### config.mk
export PLATFORM = sky130hd
export DESIGN_NAME = inter_tx_scheduler_flat
export DESIGN_NICKNAME = d
export VERILOG_FILES = /design/src/rtl/inter_tx_scheduler_pkg.sv /design/src/rtl/inter_tx_scheduler_if.sv /design/src/rtl/inter_tx_scheduler_fifo.sv /design/src/rtl/inter_tx_scheduler.sv /design/src/flat_wrapper.sv
export SDC_FILE = /design/constraint.sdc
export NUM_CORES = 1
export LEC_CHECK = 0
export BUFFER_PORTS_ARGS = -buffer_cell sky130_fd_sc_hd__buf_2
export CAP_MARGIN = 20
export CORE_MARGIN = 2
export CORE_UTILIZATION = 50
export CTS_CLUSTER_DIAMETER = 120
export DETAILED_ROUTE_END_ITERATION = 10
export GPL_TIMING_DRIVEN = 1
export PLACE_DENSITY = 0.71
export RECOVER_POWER = 50
export SYNTH_ARGS = -nofsm -noshare
export SYNTH_HDL_FRONTEND = slang
export SYNTH_SLANG_ARGS = --single-unit
### constraint.sdc
create_clock -name clk -period 5.8 [get_ports clk]
set_input_delay 0.29 -clock clk [delete_from_list [all_inputs] [get_ports clk]]
set_output_delay 0.29 -clock clk [all_outputs]
set_load 0.02 [all_outputs]
### src/rtl/inter_tx_scheduler_pkg.sv
// Shared types for the inter-board transmit scheduler: message layout,
// the turn-end message code and the send FSM states.
package inter_pkg;

   localparam int MSG_W = 22;

   typedef struct packed {
      logic       move_dir;
      logic [4:0] block_x;
      logic [2:0] block_y;
      logic [3:0] msg_type;
      logic [5:0] card;
      logic [2:0] sel_len;
   } msg_t;

   localparam logic [3:0] MSG_TURN_END = 4'hF;

   typedef enum logic [1:0] {
      ST_IDLE,
      ST_ISSUE,
      ST_WAIT_BUSY,
      ST_WAIT_DONE
   } state_t;

   function automatic logic [3:0] msg_type_of(input logic [MSG_W-1:0] msg);
      msg_t m;
      m = msg_t'(msg);
      return m.msg_type;
   endfunction

endpackage

### src/rtl/inter_tx_scheduler_if.sv
// Message/handshake bundle between GameControl (master) and the scheduler
// (slave), including the sender-side ready and receive-side turn signals.
interface inter_tx_scheduler_if;
   import inter_pkg::*;

   logic             mv_valid;
   logic             mv_ready;
   logic [MSG_W-1:0] mv_msg;
   logic             cur_valid;
   logic [MSG_W-1:0] cur_msg;
   logic             inter_ready;
   logic             rx_en;
   logic [3:0]       rx_msg_type;
   logic             ctrl_en;
   logic [MSG_W-1:0] ctrl_msg;
   logic             transmit;
   logic             busy;
   logic             timeout_err;

   modport master (
      output mv_valid, mv_msg, cur_valid, cur_msg, inter_ready, rx_en, rx_msg_type,
      input  mv_ready, ctrl_en, ctrl_msg, transmit, busy, timeout_err
   );

   modport slave (
      input  mv_valid, mv_msg, cur_valid, cur_msg, inter_ready, rx_en, rx_msg_type,
      output mv_ready, ctrl_en, ctrl_msg, transmit, busy, timeout_err
   );

endinterface

### src/rtl/inter_tx_scheduler_fifo.sv
// Synchronous first-word-fall-through message FIFO; a push while full is
// taken only when the head is popped in the same cycle.
module inter_msg_fifo #(
   parameter int DEPTH = 4,
   parameter int W     = 22
) (
   input  logic         clk,
   input  logic         rst,
   input  logic         i_push,
   input  logic [W-1:0] i_data,
   input  logic         i_pop,
   output logic [W-1:0] o_data,
   output logic         o_full,
   output logic         o_empty
);
   localparam int AW = $clog2(DEPTH);
   localparam logic [AW:0] PTR_ONE = 1;

   logic [AW:0]  r_wr_ptr;
   logic [AW:0]  r_rd_ptr;
   logic [W-1:0] r_mem [DEPTH];
   logic         w_push_ok;
   logic         w_pop_ok;

   assign o_empty   = (r_wr_ptr == r_rd_ptr);
   assign o_full    = (r_wr_ptr[AW] != r_rd_ptr[AW]) &&
                      (r_wr_ptr[AW-1:0] == r_rd_ptr[AW-1:0]);
   assign w_pop_ok  = i_pop && !o_empty;
   assign w_push_ok = i_push && (!o_full || w_pop_ok);
   assign o_data    = r_mem[r_rd_ptr[AW-1:0]];

   // NOTE: storage is not reset; the pointers alone define which entries are valid.
   always_ff @(posedge clk) begin
      if (w_push_ok) r_mem[r_wr_ptr[AW-1:0]] <= i_data;
   end

   always_ff @(posedge clk) begin
      if (rst) begin
         r_wr_ptr <= '0;
         r_rd_ptr <= '0;
      end else begin
         if (w_push_ok) r_wr_ptr <= r_wr_ptr + PTR_ONE;
         if (w_pop_ok)  r_rd_ptr <= r_rd_ptr + PTR_ONE;
      end
   end

endmodule

### src/rtl/inter_tx_scheduler.sv
// Turn-token owner and send arbiter: queued moves beat the coalescing cursor
// slot. Optional per-phase handshake watchdog: INTER_SCHED_TIMEOUT_EN.
module inter_tx_scheduler #(
   parameter int         DEPTH        = 4,
   parameter logic       HOST         = 1'b1,
`ifdef INTER_SCHED_TIMEOUT_EN
   parameter logic [19:0] TIMEOUT     = 20'd1_000_000,
`endif
   parameter logic [3:0] MSG_TURN_END = 4'hF
) (
   input  logic                 clk,
   input  logic                 rst,
   input  logic                 interboard_rst,
   inter_tx_scheduler_if.slave  bus
);
   import inter_pkg::MSG_W;
   import inter_pkg::state_t;
   import inter_pkg::ST_IDLE;
   import inter_pkg::ST_ISSUE;
   import inter_pkg::ST_WAIT_BUSY;
   import inter_pkg::ST_WAIT_DONE;
   import inter_pkg::msg_type_of;

   logic             w_rst;
   state_t           r_state;
   logic             r_ctrl_en;
   logic [MSG_W-1:0] r_ctrl_msg;
   logic             r_transmit;
   logic             r_busy;
   logic             r_cur_pending;
   logic [MSG_W-1:0] r_cur_msg;
   logic             w_fifo_full;
   logic             w_fifo_empty;
   logic [MSG_W-1:0] w_fifo_head;
   logic             w_can_issue;
   logic             w_pop_mv;
   logic             w_take_cur;
   logic             w_phase_expired;

   // A reset request from the other board is indistinguishable from a local one.
   assign w_rst       = rst | interboard_rst;
   assign w_can_issue = (r_state == ST_IDLE) && r_transmit && bus.inter_ready &&
                        (!w_fifo_empty || r_cur_pending);
   assign w_pop_mv    = w_can_issue && !w_fifo_empty;
   assign w_take_cur  = w_can_issue && w_fifo_empty;

   inter_msg_fifo #(.DEPTH(DEPTH), .W(MSG_W)) u_mv_fifo (
      .clk     (clk),
      .rst     (w_rst),
      .i_push  (bus.mv_valid),
      .i_data  (bus.mv_msg),
      .i_pop   (w_pop_mv),
      .o_data  (w_fifo_head),
      .o_full  (w_fifo_full),
      .o_empty (w_fifo_empty)
   );

   // A fresh cursor write outranks clearing the slot for the one being issued.
   always_ff @(posedge clk) begin
      if (w_rst) begin
         r_cur_pending <= 1'b0;
         r_cur_msg     <= '0;
      end else if (!r_transmit) begin
         r_cur_pending <= 1'b0;
      end else if (bus.cur_valid) begin
         r_cur_pending <= 1'b1;
         r_cur_msg     <= bus.cur_msg;
      end else if (w_take_cur) begin
         r_cur_pending <= 1'b0;
      end
   end

   always_ff @(posedge clk) begin
      if (w_rst) begin
         r_state    <= ST_IDLE;
         r_ctrl_en  <= 1'b0;
         r_ctrl_msg <= '0;
         r_transmit <= HOST;
         r_busy     <= 1'b0;
      end else begin
         r_ctrl_en <= 1'b0;
         if (!r_transmit && bus.rx_en && (bus.rx_msg_type == MSG_TURN_END))
            r_transmit <= 1'b1;
         case (r_state)
            ST_IDLE: begin
               if (w_can_issue) begin
                  r_state    <= ST_ISSUE;
                  r_ctrl_en  <= 1'b1;
                  r_ctrl_msg <= w_pop_mv ? w_fifo_head : r_cur_msg;
                  r_busy     <= 1'b1;
               end
            end
            ST_ISSUE: r_state <= ST_WAIT_BUSY;
            ST_WAIT_BUSY: begin
               if (!bus.inter_ready) begin
                  r_state <= ST_WAIT_DONE;
               end else if (w_phase_expired) begin
                  r_state <= ST_IDLE;
                  r_busy  <= 1'b0;
               end
            end
            ST_WAIT_DONE: begin
               if (bus.inter_ready) begin
                  r_state <= ST_IDLE;
                  r_busy  <= 1'b0;
                  if (msg_type_of(r_ctrl_msg) == MSG_TURN_END) r_transmit <= 1'b0;
               end else if (w_phase_expired) begin
                  r_state <= ST_IDLE;
                  r_busy  <= 1'b0;
               end
            end
            default: r_state <= ST_IDLE;
         endcase
      end
   end

`ifdef INTER_SCHED_TIMEOUT_EN
   logic [19:0] r_phase_cnt;
   logic        r_timeout_err;
   logic        w_phase_wait;

   assign w_phase_wait    = ((r_state == ST_WAIT_BUSY) &&  bus.inter_ready) ||
                            ((r_state == ST_WAIT_DONE) && !bus.inter_ready);
   assign w_phase_expired = (r_phase_cnt == TIMEOUT - 20'd1);

   always_ff @(posedge clk) begin
      if (w_rst) begin
         r_phase_cnt   <= '0;
         r_timeout_err <= 1'b0;
      end else begin
         r_phase_cnt <= (w_phase_wait && !w_phase_expired) ? r_phase_cnt + 20'd1 : 20'd0;
         if (w_phase_wait && w_phase_expired) r_timeout_err <= 1'b1;
      end
   end

   assign bus.timeout_err = r_timeout_err;
`else
   assign w_phase_expired = 1'b0;
   assign bus.timeout_err = 1'b0;
`endif

   assign bus.mv_ready = !w_fifo_full;
   assign bus.ctrl_en  = r_ctrl_en;
   assign bus.ctrl_msg = r_ctrl_msg;
   assign bus.transmit = r_transmit;
   assign bus.busy     = r_busy;

endmodule

### src/flat_wrapper.sv
// flat-port wrapper written by rule: the top's interface ports become plain ports
module inter_tx_scheduler_flat import inter_pkg::MSG_W; import inter_pkg::state_t; import inter_pkg::ST_IDLE; import inter_pkg::ST_ISSUE; import inter_pkg::ST_WAIT_BUSY; import inter_pkg::ST_WAIT_DONE; import inter_pkg::msg_type_of;
#(
   parameter int         DEPTH        = 4,
   parameter logic       HOST         = 1'b1,

   parameter logic [3:0] MSG_TURN_END = 4'hF
)
  (clk, rst, interboard_rst, bus_mv_valid, bus_mv_msg, bus_cur_valid, bus_cur_msg, bus_inter_ready, bus_rx_en, bus_rx_msg_type, bus_mv_ready, bus_ctrl_en, bus_ctrl_msg, bus_transmit, bus_busy, bus_timeout_err);
  inter_tx_scheduler_if bus_i ();
  input  logic clk;
  input  logic rst;
  input  logic interboard_rst;
  input wire logic [$bits(bus_i.mv_valid)-1:0] bus_mv_valid;
  input wire logic [$bits(bus_i.mv_msg)-1:0] bus_mv_msg;
  input wire logic [$bits(bus_i.cur_valid)-1:0] bus_cur_valid;
  input wire logic [$bits(bus_i.cur_msg)-1:0] bus_cur_msg;
  input wire logic [$bits(bus_i.inter_ready)-1:0] bus_inter_ready;
  input wire logic [$bits(bus_i.rx_en)-1:0] bus_rx_en;
  input wire logic [$bits(bus_i.rx_msg_type)-1:0] bus_rx_msg_type;
  output wire logic [$bits(bus_i.mv_ready)-1:0] bus_mv_ready;
  output wire logic [$bits(bus_i.ctrl_en)-1:0] bus_ctrl_en;
  output wire logic [$bits(bus_i.ctrl_msg)-1:0] bus_ctrl_msg;
  output wire logic [$bits(bus_i.transmit)-1:0] bus_transmit;
  output wire logic [$bits(bus_i.busy)-1:0] bus_busy;
  output wire logic [$bits(bus_i.timeout_err)-1:0] bus_timeout_err;
  assign bus_i.mv_valid = bus_mv_valid;
  assign bus_i.mv_msg = bus_mv_msg;
  assign bus_i.cur_valid = bus_cur_valid;
  assign bus_i.cur_msg = bus_cur_msg;
  assign bus_i.inter_ready = bus_inter_ready;
  assign bus_i.rx_en = bus_rx_en;
  assign bus_i.rx_msg_type = bus_rx_msg_type;
  assign bus_mv_ready = bus_i.mv_ready;
  assign bus_ctrl_en = bus_i.ctrl_en;
  assign bus_ctrl_msg = bus_i.ctrl_msg;
  assign bus_transmit = bus_i.transmit;
  assign bus_busy = bus_i.busy;
  assign bus_timeout_err = bus_i.timeout_err;
  inter_tx_scheduler #(.DEPTH(DEPTH), .HOST(HOST), .MSG_TURN_END(MSG_TURN_END)) u_core (.clk(clk), .rst(rst), .interboard_rst(interboard_rst), .bus(bus_i));
endmodule
; ---- Yosys cells after proc, flatten, opt, wreduce, memory -nomap -nowiden
; Memories as Yosys holds them, arrays and structs flattened. A register that Yosys moved wholly into a read port is not among the register bits.
; Index checks and enable logic that the tools add are counted.
[op_classes]
shift = 0
div_mod_pow = 0
n_mul = 0
reduce_logical = 24
eq_ne = 11
mux = 19
bitwise_logic = 3
add_sub_neg = 2
n_lt_le_gt_ge = 0
[ops]
columns = op, n
row1 = $mux 22, 1
row2 = $mux 1, 11
row3 = $logic_and 1x1->1, 10
row4 = $mux 2, 5
row5 = $eq 4x4->1 const B, 2
row6 = $pmux 2 s4, 1
row7 = $add 3x1->3 const B, 2
row8 = $reduce_and 3->1, 2
row9 = $eq 2x2->1 const B, 2
row10 = $ne 2x2->1 const B, 2
row11 = $reduce_and 2->1, 2
row12 = $reduce_bool 2->1, 2
row13 = $reduce_or 2->1, 2
row14 = $eq 3x3->1, 1
row15 = $logic_not 1->1, 3
row16 = $eq 2x1->1 const B, 1
row17 = $eq 2x2->1, 1
row18 = $logic_not 2->1, 1
row19 = $logic_or 1x1->1, 2
row20 = $ne 2x1->1 const B, 1
row21 = $not 1->1, 2
row22 = $pmux 1 s2, 1
row23 = $ne 1x1->1, 1
row24 = $or 1x1->1, 1
[totals]
wordCells = 69
romBits = 0
latch_bits = 0
register_bits = 56
output_inout_bits = 27
ramBits = 88
memories = 1
input_bits = 55
[memory_table]
columns = memory, words, width, read_ports, rd_ports_with_merged_regs, write_ports, line
row1 = u_core.u_mv_fifo.r_mem, 4, 22, 1, 1, 1, inter_tx_scheduler_fifo.sv:21  ; logic [W-1:0] r_mem [DEPTH];

; ---- Logic depth before layout (Yosys ltp)
[depth]
depth_word = 10
mapped_depth = 6
depth_no_buf = 6

; ---- Cells and area by module
; Synthesis repeated with hierarchy kept, for this count alone.
[hier_totals]
hier_cells = 407
area_unflattened_um2 = 5670.4
[modules_own_cells]
columns = mod, cells_per_inst, area_per_inst_um2, n_inst
row1 = inter_msg_fifo, 169, 3709.8, 1
row2 = inter_tx_scheduler, 238, 1960.6, 1

; ---- Worst setup path after synthesis
; OpenSTA, ideal clock, no wires.
[synth_timing]
path_type = register to register
startpoint = reg u_core.r_state[0]
endpoint = mem u_core.u_mv_fifo.r_mem[3][0], enable pin
required_ns = 5.382
setup_slack_ns = 3.194
arrival_time_ns = 2.188
n_path_buf = 0
setup_ns = 0.418
path_stages_with_launch = 5
path_cell_list = dfxtp_1 -> inv_1 -> ha_1 -> nand3_2 -> a41oi_1
[synth_between]
elab_chain_len = 10
[synth_rtl]
columns = element, line
row1 = from (decl), inter_tx_scheduler.sv:25  ; state_t r_state;
row2 = from (signal assigned), inter_tx_scheduler.sv:75  ; r_state <= ST_IDLE;
row3 = from (signal assigned), inter_tx_scheduler.sv:87  ; r_state <= ST_ISSUE;
row4 = from (signal assigned), inter_tx_scheduler.sv:93  ; ST_ISSUE: r_state <= ST_WAIT_BUSY;
row5 = $logic_not 2->1, inter_tx_scheduler.sv:42  ; assign w_can_issue = (r_state == ST_IDLE) && r_transmit && bus.inter_ready &&
row6 = $logic_and 1x1->1 (3 in a row), inter_tx_scheduler.sv:42
row7 = $logic_and 1x1->1, inter_tx_scheduler.sv:44  ; assign w_pop_mv = w_can_issue && !w_fifo_empty;
row8 = $logic_and 1x1->1, inter_tx_scheduler_fifo.sv:28  ; assign w_pop_ok = i_pop && !o_empty;
row9 = $logic_or 1x1->1, inter_tx_scheduler_fifo.sv:29  ; assign w_push_ok = i_push && (!o_full || w_pop_ok);
row10 = $logic_and 1x1->1, inter_tx_scheduler_fifo.sv:29
row11 = $mux 1, inter_tx_scheduler_fifo.sv:34  ; if (w_push_ok) r_mem[r_wr_ptr[AW-1:0]] <= i_data;
row12 = $mux 1 (implied by the code), inter_tx_scheduler_fifo.sv:34
row13 = to (decl), inter_tx_scheduler_fifo.sv:21
; No other way between the ends.

; ---- Final worst setup path
[layout_timing]
startpoint = reg u_core.u_mv_fifo.r_rd_ptr[2]
endpoint = mem u_core.u_mv_fifo.r_mem[1][2], enable pin
[layout_between]
elab_chain_len = 10
word_cells_on_any_way = 13
classes_between = eq/ne: 2 / mux: 2 / reduce/logical: 9
[layout_rtl]
columns = element, line
row1 = from (decl), inter_tx_scheduler_fifo.sv:20  ; logic [AW:0] r_rd_ptr;
row2 = from (signal assigned), inter_tx_scheduler_fifo.sv:43  ; if (w_pop_ok) r_rd_ptr <= r_rd_ptr + PTR_ONE;
row3 = $eq 3x3->1, inter_tx_scheduler_fifo.sv:25  ; assign o_empty = (r_wr_ptr == r_rd_ptr);
row4 = $logic_not 1->1, "inter_tx_scheduler_fifo.sv:28, inter_tx_scheduler.sv:43, inter_tx_scheduler.sv:44"
row5 = $logic_or 1x1->1, inter_tx_scheduler.sv:43  ; (!w_fifo_empty || r_cur_pending);
row6 = $logic_and 1x1->1, inter_tx_scheduler.sv:42
row7 = $logic_and 1x1->1, inter_tx_scheduler.sv:44
row8 = $logic_and 1x1->1, inter_tx_scheduler_fifo.sv:28
row9 = $logic_or 1x1->1 (*), inter_tx_scheduler_fifo.sv:29
row10 = $logic_and 1x1->1 (*), inter_tx_scheduler_fifo.sv:29
row11 = $mux 1 (*), inter_tx_scheduler_fifo.sv:34
row12 = $mux 1 (implied by the code) (*), inter_tx_scheduler_fifo.sv:34
; Mark *: on every way between the ends. The rest lies on a longest branch, timed or not.

==> out/qor.json <==
{
  "status": {
    "run_status": "finished, final reports clean"
  },
  "yosys": {
    "synth.distinct_cells": 48,
    "synth_top_cells_by_area": "sky130_fd_sc_hd__edfxtp_1 45%, sky130_fd_sc_hd__dfxtp_1 20%, sky130_fd_sc_hd__mux4_2 8.0%",
    "synth_adder_area_share_pct": 1.90,
    "ys_async_rst_share_pct": 0,
    "synth-compound-area-share_pct": 12.8,
    "synth_top_flop_cell": "sky130_fd_sc_hd__edfxtp_1",
    "synth_simple_gate_area_share_pct": 6.22,
    "synth_seq_area_share_pct": 64.3,
    "synth_mux_area_share_pct": 8.61,
    "ys_warn_count": 0,
    "synthesis.instances": 427,
    "synth_top_family_by_area": "compound AO/OA/AOI/OAI gates",
    "synth_xor_xnor_area_share_pct": 1.74,
    "synthDominantAreaCellType": "sky130_fd_sc_hd__edfxtp_1",
    "synth.top_cells.by_count": "88 x sky130_fd_sc_hd__edfxtp_1, 58 x sky130_fd_sc_hd__dfxtp_1, 47 x sky130_fd_sc_hd__nand2_1, 46 x sky130_fd_sc_hd__a31oi_1, 26 x sky130_fd_sc_hd__inv_1",
    "syn-mean-instance-area_um2": 13.8,
    "synth_edf_count": 88,
    "synth.top_cell.area_share_pct": 44.7,
    "synth_nets": 491,
    "synth_most_common_cell": "sky130_fd_sc_hd__edfxtp_1",
    "post_synth_instance_area_um2": 5910,
    "postSynthRegisterBits": 146
  },
  "placement": {
    "dp_hpwl_um": 7910,
    "port_buffers": 80,
    "place.detailed.instances": 623,
    "pre_cts_slack_ns": 2.85,
    "globalplace.congestion": 0.760,
    "post_dp_cell_area_um2": 6380
  },
  "worst_setup_path": {
    "worstPathRequired_ns": 5.92,
    "class_of_the_most_critical_setup_path": "flip-flop to flip-flop",
    "worstPathCellList": "xnor2_2, o41a_1, and2_1, buf_8",
    "setup.worst_path.start_class": "flip-flop",
    "crit_slowest_cell": "sky130_fd_sc_hd__xnor2_2",
    "critPathMaxFanout": 25,
    "critical_path.endpoint_type": "flip-flop",
    "cp.arrival_ns": 2.83,
    "cp_max_stage_delay_ns": 0.80
  },
  "cts": {
    "cts_resized": 0,
    "cts-htree-levels": 4,
    "clk_pin_slew_ns": 0.06,
    "clock-root-buffer": "sky130_fd_sc_hd__clkbuf_16",
    "cts-buffers-inserted": 17,
    "clk_latency_ns": 0.42,
    "numClockSinks": 146,
    "cts_hold_buf": 0,
    "postCtsSetupRepairBufs": 0,
    "clockBufferDepth": 2,
    "tritoncts_clock_tree": "built"
  },
  "floorplan": {
    "floorplan.io_pins": 82,
    "fp.dieH_um": 113,
    "starting_density_of_the_core_pct": 51.6,
    "core_footprint_um2": 11500,
    "design.die.area_um2": 12700,
    "placement_rows": 39,
    "floorplan.die.width_um": 113
  },
  "final_layout": {
    "final_cell_count_no_fill": 662,
    "final_design_area_no_fill_um2": 7030,
    "final_net_count": 570,
    "areaGrowthSynthToFinish_pct": 18.9,
    "fillers": 887,
    "multiInputGateArea_um2": 1880,
    "n_antenna_cell": 0,
    "share_of_the_core_filled_with_cells_in_the_final_layout_pct": 61.3,
    "final_layout_size_suffix_gt1_share_pct": 21.4,
    "layout.area.seq_um2": 3800
  },
  "sta": {
    "layout_setup_ws_ns": 3.09,
    "final.min_clock_period_ns": 2.71,
    "setup_viol_count_final": 0,
    "hold_viol": 0,
    "rsz0062_at_grt": "no",
    "slew_violations": 0,
    "final.period_utilization_pct": 46.8,
    "achievable-frequency_mhz": 369,
    "timing_worst_slew_pin_value_ns": 0.988,
    "slew_headroom_pct": 33.8,
    "timing.clock.skew_ns": 0.0100,
    "worst_hold_slack_ns": 0.112,
    "fin_setup_tns_ns": 0
  },
  "route": {
    "initialDrtViolationCount": 198,
    "total_drc_errors_in_the_routed_layout": 0,
    "routedWlPerCell_um": 18.9,
    "drtPass1Iterations": 4,
    "drt-total-wl_um": 12500,
    "postRouteAntennaNets": 0,
    "vias": 3773,
    "vias_per_cell": 5.70
  },
  "hold_path": {
    "type_of_the_tightest_min_delay_check": "input port to flip-flop"
  },
  "global_route": {
    "groute.usage.overall_pct": 20.4,
    "pin_count_of_the_biggest_net_entering_global_routing": 34,
    "grt_pass1_vias": 3677,
    "initial_antenna_violation_count": 0,
    "grt_first_pass_wirelength_um": 19400,
    "overflow": 0
  },
  "power_and_ir_drop": {
    "pwr_density_cell_nw_per_um2": 336,
    "vdd_ir_drop_max_uv": 338,
    "power_mw": 2.36,
    "leakage_nw": 2.39
  },
  "job": {
    "drv_cap": 0
  }
}
sequential cells by signal, summed over array words and instances (netlist names), 2 cells and up, named ones only:
| register | flops |
|---|---|
| u_core.r_state | 2 |
| u_core.u_mv_fifo.r_mem | 88 |
| u_core.u_mv_fifo.r_rd_ptr | 3 |
| u_core.bus.ctrl_msg | 22 |
| u_core.r_cur_msg | 22 |
| u_core.u_mv_fifo.r_wr_ptr | 3 |
layout by cell type (no fill, tap or decap), types with 2 or more instances in the layout:
cell type	synthesis	routed
sky130_fd_sc_hd__edfxtp_1	88	88
sky130_fd_sc_hd__dfxtp_1	58	58
sky130_fd_sc_hd__clkbuf_1	15	49
sky130_fd_sc_hd__nand2_1	47	47
sky130_fd_sc_hd__a31oi_1	46	46
sky130_fd_sc_hd__buf_2	9	33
sky130_fd_sc_hd__inv_1	26	26
sky130_fd_sc_hd__a21oi_1	24	24
sky130_fd_sc_hd__mux4_2	21	21
sky130_fd_sc_hd__clkbuf_16	0	18
sky130_fd_sc_hd__o221a_1	16	16
sky130_fd_sc_hd__nor2_1	9	9
sky130_fd_sc_hd__ha_1	9	9
sky130_fd_sc_hd__o221a_2	6	6
sky130_fd_sc_hd__nand3_1	5	5
sky130_fd_sc_hd__inv_6	0	5
sky130_fd_sc_hd__xor2_1	4	4
sky130_fd_sc_hd__xnor2_2	2	3
sky130_fd_sc_hd__and2_1	3	3
sky130_fd_sc_hd__xnor2_1	4	3
sky130_fd_sc_hd__clkinv_4	0	3
sky130_fd_sc_hd__buf_4	1	3
sky130_fd_sc_hd__and3_1	2	2
sky130_fd_sc_hd__nor2b_1	2	2
sky130_fd_sc_hd__bufinv_16	0	2
sky130_fd_sc_hd__buf_16	0	2
sky130_fd_sc_hd__buf_8	0	2
path summary, 6_finish.rpt:
kind | from | end | slack, ns | depth (start not counted)
max | u_core.u_mv_fifo.r_rd_ptr[2] | u_core.u_mv_fifo.r_mem[1][2] | 3.09 | 4
min | bus_cur_msg[21] | u_core.r_cur_msg[21] | 0.11 | 3
max reg2reg | u_core.u_mv_fifo.r_rd_ptr[2] | u_core.u_mv_fifo.r_mem[1][2] | 3.09 | 4
min reg2reg | u_core.r_cur_msg[16] | u_core.r_cur_msg[16] | 0.46 | 2
metal layers:
layer	track usage, %	part of all wire [%]
met4	6.83	1.2
met3	5.89	4.3
met5	0	0
met2	33.1	50
met1	26.5	45
area by class of cell:
type	instances	share of cell area [%]
timing repair buffer	90	6.96
clock inverter	14	2.15
tap	143	2.54
clock buffer	18	6.10
multi-input combinational	225	26.7
inverter	26	1.39
sequential	146	54.1
worst max-delay path: cells and delay by family (launching register included):
family                 cells  cell delay (ns)
AO/OA/AOI/OAI              1             0.43
XOR/XNOR                   1             0.80
buffers and inverters      1             0.24
flip-flops                 1             0.36
AND/OR/NAND/NOR            1             0.57
cells by family (layout without fill, tap and decap cells):
group	after synthesis	count (layout)
other	1	1
AOI/OAI and AO/OA	103	103
adders and majority gates	9	9
and+or+nand+nor	79	79
muxes	23	23
DFF	146	146
xor gates and xnor gates	10	10
buffers and inverters	56	148
where the power goes:
group	total [mW]	internal, mW	leakage, nW	switching [mW]
Combinational	0.152	0.0594	0.830	0.0927
Clock	1.07	0.638	0.280	0.427
Sequential	1.14	1.13	1.28	0.0149
Total	2.36	1.83	2.39	0.535
(Power assumes the default switching activity.)
